==> src/rtl/regbank_sb.sv <==
// Register bank with two bypassed async read ports, ALU (A) and load (B) write ports,
// and a per-register load-pending scoreboard; reads are 0-cycle, state updates on clk.
module regbank_sb #(
  parameter int DATA_W   = 32,
  parameter int ADDR_W   = 5,
  parameter bit ZERO_REG = 1'b1
) (
  input  logic              clk,
  input  logic              reset,
  input  logic [ADDR_W-1:0] i_rd_addr1,
  input  logic [ADDR_W-1:0] i_rd_addr2,
  output logic [DATA_W-1:0] o_rd_data1,
  output logic [DATA_W-1:0] o_rd_data2,
  output logic              o_rd_busy1,
  output logic              o_rd_busy2,
  input  logic              i_wa_en,
  input  logic [ADDR_W-1:0] i_wa_addr,
  input  logic [DATA_W-1:0] i_wa_data,
  input  logic              i_wb_en,
  input  logic [ADDR_W-1:0] i_wb_addr,
  input  logic [DATA_W-1:0] i_wb_data,
  input  logic              i_mark_en,
  input  logic [ADDR_W-1:0] i_mark_addr,
  output logic [ADDR_W:0]   o_pending_cnt,
  output logic [1:0]        o_err
);

  localparam int DEPTH = 2**ADDR_W;
  localparam logic [ADDR_W:0] CNT_ONE = 1;

  logic [DATA_W-1:0] r_mem [DEPTH];
  logic [DEPTH-1:0]  r_pending;
  logic [ADDR_W:0]   r_pending_cnt;
  logic [1:0]        r_err;

  logic              w_wa_ok;
  logic              w_wb_ok;
  logic              w_mark_ok;
  logic              w_ab_clash;
  logic              w_cnt_inc;
  logic              w_cnt_dec;
  logic [DEPTH-1:0]  w_pending_nxt;

  function automatic logic is_zero(input logic [ADDR_W-1:0] a);
    return ZERO_REG && (a == '0);
  endfunction

  // Accesses to a hardwired r0 are squashed up front so they touch neither data, pending nor err.
  assign w_wa_ok    = i_wa_en   & ~is_zero(i_wa_addr);
  assign w_wb_ok    = i_wb_en   & ~is_zero(i_wb_addr);
  assign w_mark_ok  = i_mark_en & ~is_zero(i_mark_addr);
  assign w_ab_clash = w_wa_ok & w_wb_ok & (i_wa_addr == i_wb_addr);

  always_comb begin
    o_rd_data1 = r_mem[i_rd_addr1];
    if (i_wb_en && (i_wb_addr == i_rd_addr1))
      o_rd_data1 = i_wb_data;
    else if (i_wa_en && (i_wa_addr == i_rd_addr1))
      o_rd_data1 = i_wa_data;
    if (is_zero(i_rd_addr1))
      o_rd_data1 = '0;
  end

  always_comb begin
    o_rd_data2 = r_mem[i_rd_addr2];
    if (i_wb_en && (i_wb_addr == i_rd_addr2))
      o_rd_data2 = i_wb_data;
    else if (i_wa_en && (i_wa_addr == i_rd_addr2))
      o_rd_data2 = i_wa_data;
    if (is_zero(i_rd_addr2))
      o_rd_data2 = '0;
  end

  // A returning load in the same cycle already resolves the hazard via bypass.
  assign o_rd_busy1 = r_pending[i_rd_addr1] & ~(i_wb_en & (i_wb_addr == i_rd_addr1))
                    & ~is_zero(i_rd_addr1);
  assign o_rd_busy2 = r_pending[i_rd_addr2] & ~(i_wb_en & (i_wb_addr == i_rd_addr2))
                    & ~is_zero(i_rd_addr2);

  always_ff @(posedge clk) begin
    if (reset) begin
      for (int i = 0; i < DEPTH; i++)
        r_mem[i] <= '0;
    end else begin
      if (w_wa_ok && !w_ab_clash)
        r_mem[i_wa_addr] <= i_wa_data;
      if (w_wb_ok)
        r_mem[i_wb_addr] <= i_wb_data;
    end
  end

  // Mark is applied after clear so a new load issued as the old one returns keeps the bit set.
  always_comb begin
    w_pending_nxt = r_pending;
    if (w_wb_ok)
      w_pending_nxt[i_wb_addr] = 1'b0;
    if (w_mark_ok)
      w_pending_nxt[i_mark_addr] = 1'b1;
  end

  assign w_cnt_inc = w_mark_ok & ~r_pending[i_mark_addr];
  assign w_cnt_dec = w_wb_ok & r_pending[i_wb_addr]
                   & ~(w_mark_ok & (i_mark_addr == i_wb_addr));

  always_ff @(posedge clk) begin
    if (reset) begin
      r_pending     <= '0;
      r_pending_cnt <= '0;
      r_err         <= 2'b00;
    end else begin
      r_pending <= w_pending_nxt;
      if (w_cnt_inc && !w_cnt_dec)
        r_pending_cnt <= r_pending_cnt + CNT_ONE;
      else if (w_cnt_dec && !w_cnt_inc)
        r_pending_cnt <= r_pending_cnt - CNT_ONE;
      r_err[0] <= r_err[0] | w_ab_clash;
      r_err[1] <= r_err[1] | (w_wa_ok & r_pending[i_wa_addr]);
    end
  end

  assign o_pending_cnt = r_pending_cnt;
  assign o_err         = r_err;

endmodule

==> config.mk <==
export PLATFORM = sky130hd
export DESIGN_NAME = regbank_sb
export DESIGN_NICKNAME = d
export VERILOG_FILES = /design/src/rtl/regbank_sb.sv
export SDC_FILE = /design/constraint.sdc
export NUM_CORES = 2
export LEC_CHECK = 0
export BUFFER_PORTS_ARGS = -buffer_cell sky130_fd_sc_hd__buf_2
export CAP_MARGIN = 25
export CORE_ASPECT_RATIO = 0.8
export CORE_MARGIN = 2
export CORE_UTILIZATION = 45
export DETAILED_ROUTE_END_ITERATION = 8
export GPL_TIMING_DRIVEN = 0
export HOLD_SLACK_MARGIN = 0.1
export PLACE_DENSITY = 0.6
export SLEW_MARGIN = 25
export SYNTH_ARGS = -nofsm -noshare
export SYNTH_HDL_FRONTEND = slang
export SYNTH_SLANG_ARGS = --single-unit
export TNS_END_PERCENT = 50
==> constraint.sdc <==
create_clock -name clk -period 15.7 [get_ports clk]
set_input_delay 0.785 -clock clk [delete_from_list [all_inputs] [get_ports clk]]
set_output_delay 0.785 -clock clk [all_outputs]
set_load 0.005 [all_outputs]
==> flow_metrics.env <==
export IMPL_ys_warnings_count=0
export IMPL_hold_class="in2reg"
export IMPL_cp_cell_sequence="buf_2 > buf_2 > buf_2 > buf_2 > buf_12 > buf_2 > mux2i_1 > nor2_1 > a2111oi_0 > a21oi_1 > buf_2"
export IMPL_rows=123
export IMPL_grt_pass1_wl_um=500000
export IMPL_finClkSkew_ns=0.0169
export IMPL_grt_pass1_vias=49900
export IMPL_syn_mean_instance_area_um2=14.1
export IMPL_worst_skew_pair_late_latency_ns=0.81
export IMPL_layout_drive_gt1_share_pct=26.1
export IMPL_nets=4943
export IMPL_p_switching_mw=2.46
export IMPL_die_area_mm2=0.144
export IMPL_worstPathRequired_ns=14.91
export IMPL_holdBufCountCts=0
export IMPL_internal_power_mw=5.28
export IMPL_drt_iter0_drc=11900
export IMPL_die_w_um=424
export IMPL_critPathSlowestCell="buf_2"
export IMPL_use_met2_pct=66.1
export IMPL_worstMarginPinSlew_ns=1.29
export IMPL_ios=168
export IMPL_drc=0
export IMPL_cpPeakStageDelay_ns=1.00
export IMPL_crit_type="in2out"
export IMPL_place_congestion=1.10
export IMPL_numCtsBuffers=113
export IMPL_period_needed_ns=7.20
export IMPL_ys_flop_type="edfxtp_1"
export IMPL_async_flop_share_pct=0
export IMPL_power_mw=7.74
export IMPL_synth_edf_count=1024
export IMPL_use_met1_pct=69.2
export IMPL_clockRootBuffer="clkbuf_16"
export IMPL_grt_use_total_pct=53.6
export IMPL_dr_pass1_iters=9
export IMPL_grt_antenna_before_repair=42
export IMPL_synth_cell_types=65
export IMPL_syn_area_mm2=0.0635
export IMPL_critPathMaxFanout=10
export IMPL_die_height_um=340
export IMPL_ant_nets=0
export IMPL_post_place_ws_ns=8.88
export IMPL_status="complete, no violations"
export IMPL_rsz0062_at_grt="no"
export IMPL_synth_top_cell_area_share_pct=48.5
export IMPL_setup_slack_ns=8.50
export IMPL_pwr_share_comb_pct=19.8
export IMPL_hpwlAfterDp_um=302000
export IMPL_clock_path_buffers=3
export IMPL_clk_pin_slew_ns=0.06
export IMPL_ctsResizeCount=0
export IMPL_grt_ovfl_total=0
export IMPL_coreArea_mm2=0.140
export IMPL_post_cts_buffers=0
export IMPL_wl_um=394000
export IMPL_yosys_area_top_type="edfxtp_1"
export IMPL_clkPwrFrac_pct=36.4
export IMPL_relSlewSlack_pct=13.9
export IMPL_hold_viol=0
export IMPL_via_count=56400
export IMPL_crit_arrival_ns=6.42
export IMPL_syn2layout_area_growth_pct=15.4
export IMPL_synthTopCellsByArea="edfxtp_1 48%, mux4_2 19%, a22o_1 14%"
export IMPL_cts_max_level=3
export IMPL_start_kind="input pin"
export IMPL_tritoncts="built"
export IMPL_post_route_period_util_pct=45.9
export IMPL_static_leakage_power_nw=24.8
export IMPL_vias_per_cell=8.25
export IMPL_seqPwrFrac_pct=43.8
export IMPL_maxCapViolCount=0
export IMPL_power_density_mw_per_mm2=106
export IMPL_cp_end_kind="output pin"
export IMPL_cts_sinks=1064
export IMPL_start_util_pct=45.2
export IMPL_ys_ff_latch=1064
export IMPL_yosysSeqAreaShare_pct=49.7
export IMPL_synthCells=4489
export IMPL_maxSlewViolCount=0
export IMPL_ir_worst_vdd_mv=0.0990
export IMPL_crit_top_cell="buf_2"
export IMPL_fmax_mhz=139
export IMPL_hold_ws_ns=0.418
export IMPL_grt_max_degree=33
export IMPL_wl_per_cell_um=57.7
export IMPL_portBuffers=88
export IMPL_use_met3_pct=35.1
export IMPL_setup_viol=0
export IMPL_fin_setup_tns_ns=0
export IMPL_power_share_switching_pct=31.8
export IMPL_busiest_layer="met1"
## cell families after synthesis
group / share of synthesized area, %
multiplexers: 22.5
buffers and inverters: 4.72
AND/OR/NAND/NOR: 3.65
adder cells (fa/ha/maj): 0.130
other: 0.00591
flip-flops: 49.7
XOR/XNOR: 0.483
AO/OA/AOI/OAI: 18.8
## Yosys cell counts (73+ instances only)
| library cell | instances |
|---|---|
| edfxtp_1 | 1024 |
| a22o_1 | 1004 |
| mux4_2 | 532 |
| clkbuf_1 | 489 |
| mux2i_1 | 192 |
| buf_2 | 136 |
| nor2_1 | 112 |
| a21oi_1 | 103 |
| o21ai_0 | 82 |
| nand2_1 | 80 |
| buf_1 | 73 |
| nor3_1 | 73 |
## worst max-delay path: cells and delay by family
family | cells | cell delay, ns
AO/OA/AOI/OAI | 2 | 0.67
buffers and inverters | 7 | 3.74
multiplexers | 1 | 0.79
AND/OR/NAND/NOR | 1 | 0.31
## worst paths after layout
check,cells past startpoint,startpoint,slack (ns),end
max,11,i_rd_addr2[1],8.50,o_rd_data2[25]
min,2,i_wb_data[13],0.42,r_mem[30][13]
max reg2reg,13,r_pending[16],11.33,o_pending_cnt[5]
min reg2reg,2,o_err[1],0.46,o_err[1]
## registers in the layout, indices dropped and copies added (netlist names)
signal	cells
r_pending	32
o_err	2
o_pending_cnt	6
r_mem	1024
## area by class of cell
type	count	area, µm²
fill	11900	67100
multi-input combinational	2723	29600
antenna	29	72.6
timing repair buffer	208	2860
inverter	11	41.3
buffer	722	3090
clock buffer	143	3020
clock inverter	65	647
sequential	1064	31600
tap	1875	2350
## per-layer routing
layer	vias up	wire [µm]
met5	-	1120
met4	49	28700
met3	1266	78200
met2	6470	144000
met1	29100	142000
li1	19600	-
## power by group through the flow
stage               Clock [mW]  Combinational (mW)  Sequential (mW)
finish                    2.81                1.53             3.39
global route              2.84                1.48             3.40
CTS                       2.75                1.40             3.38
detailed placement           0                1.39             3.43
global placement             0                1.31             3.45
floorplan                    0               0.665             3.40
## layout by cell type, fill, tap and decap left out, types with 56 or more instances in the layout
cell / count
edfxtp_1: 1024
clkbuf_16: 115
nor2_1: 106
clkbuf_2: 98
mux4_2: 532
a21oi_1: 103
buf_16: 60
o21ai_0: 82
mux2i_1: 188
buf_1: 56
nand2_1: 80
a22o_1: 1004
buf_2: 244
a221oi_1: 57
clkbuf_1: 422
## stage by stage
step / utilization, % / std cells / instance area (µm²)
floorplan: - / 4520 / 63600
global placement: 47.3 / 6483 / 66400
detailed placement: 49.5 / 6601 / 69400
CTS: 52.1 / 6809 / 73100
global route: 52.1 / 6818 / 73200
finish: 52.2 / 6840 / 73200
Power figures use the tool's default switching activity.
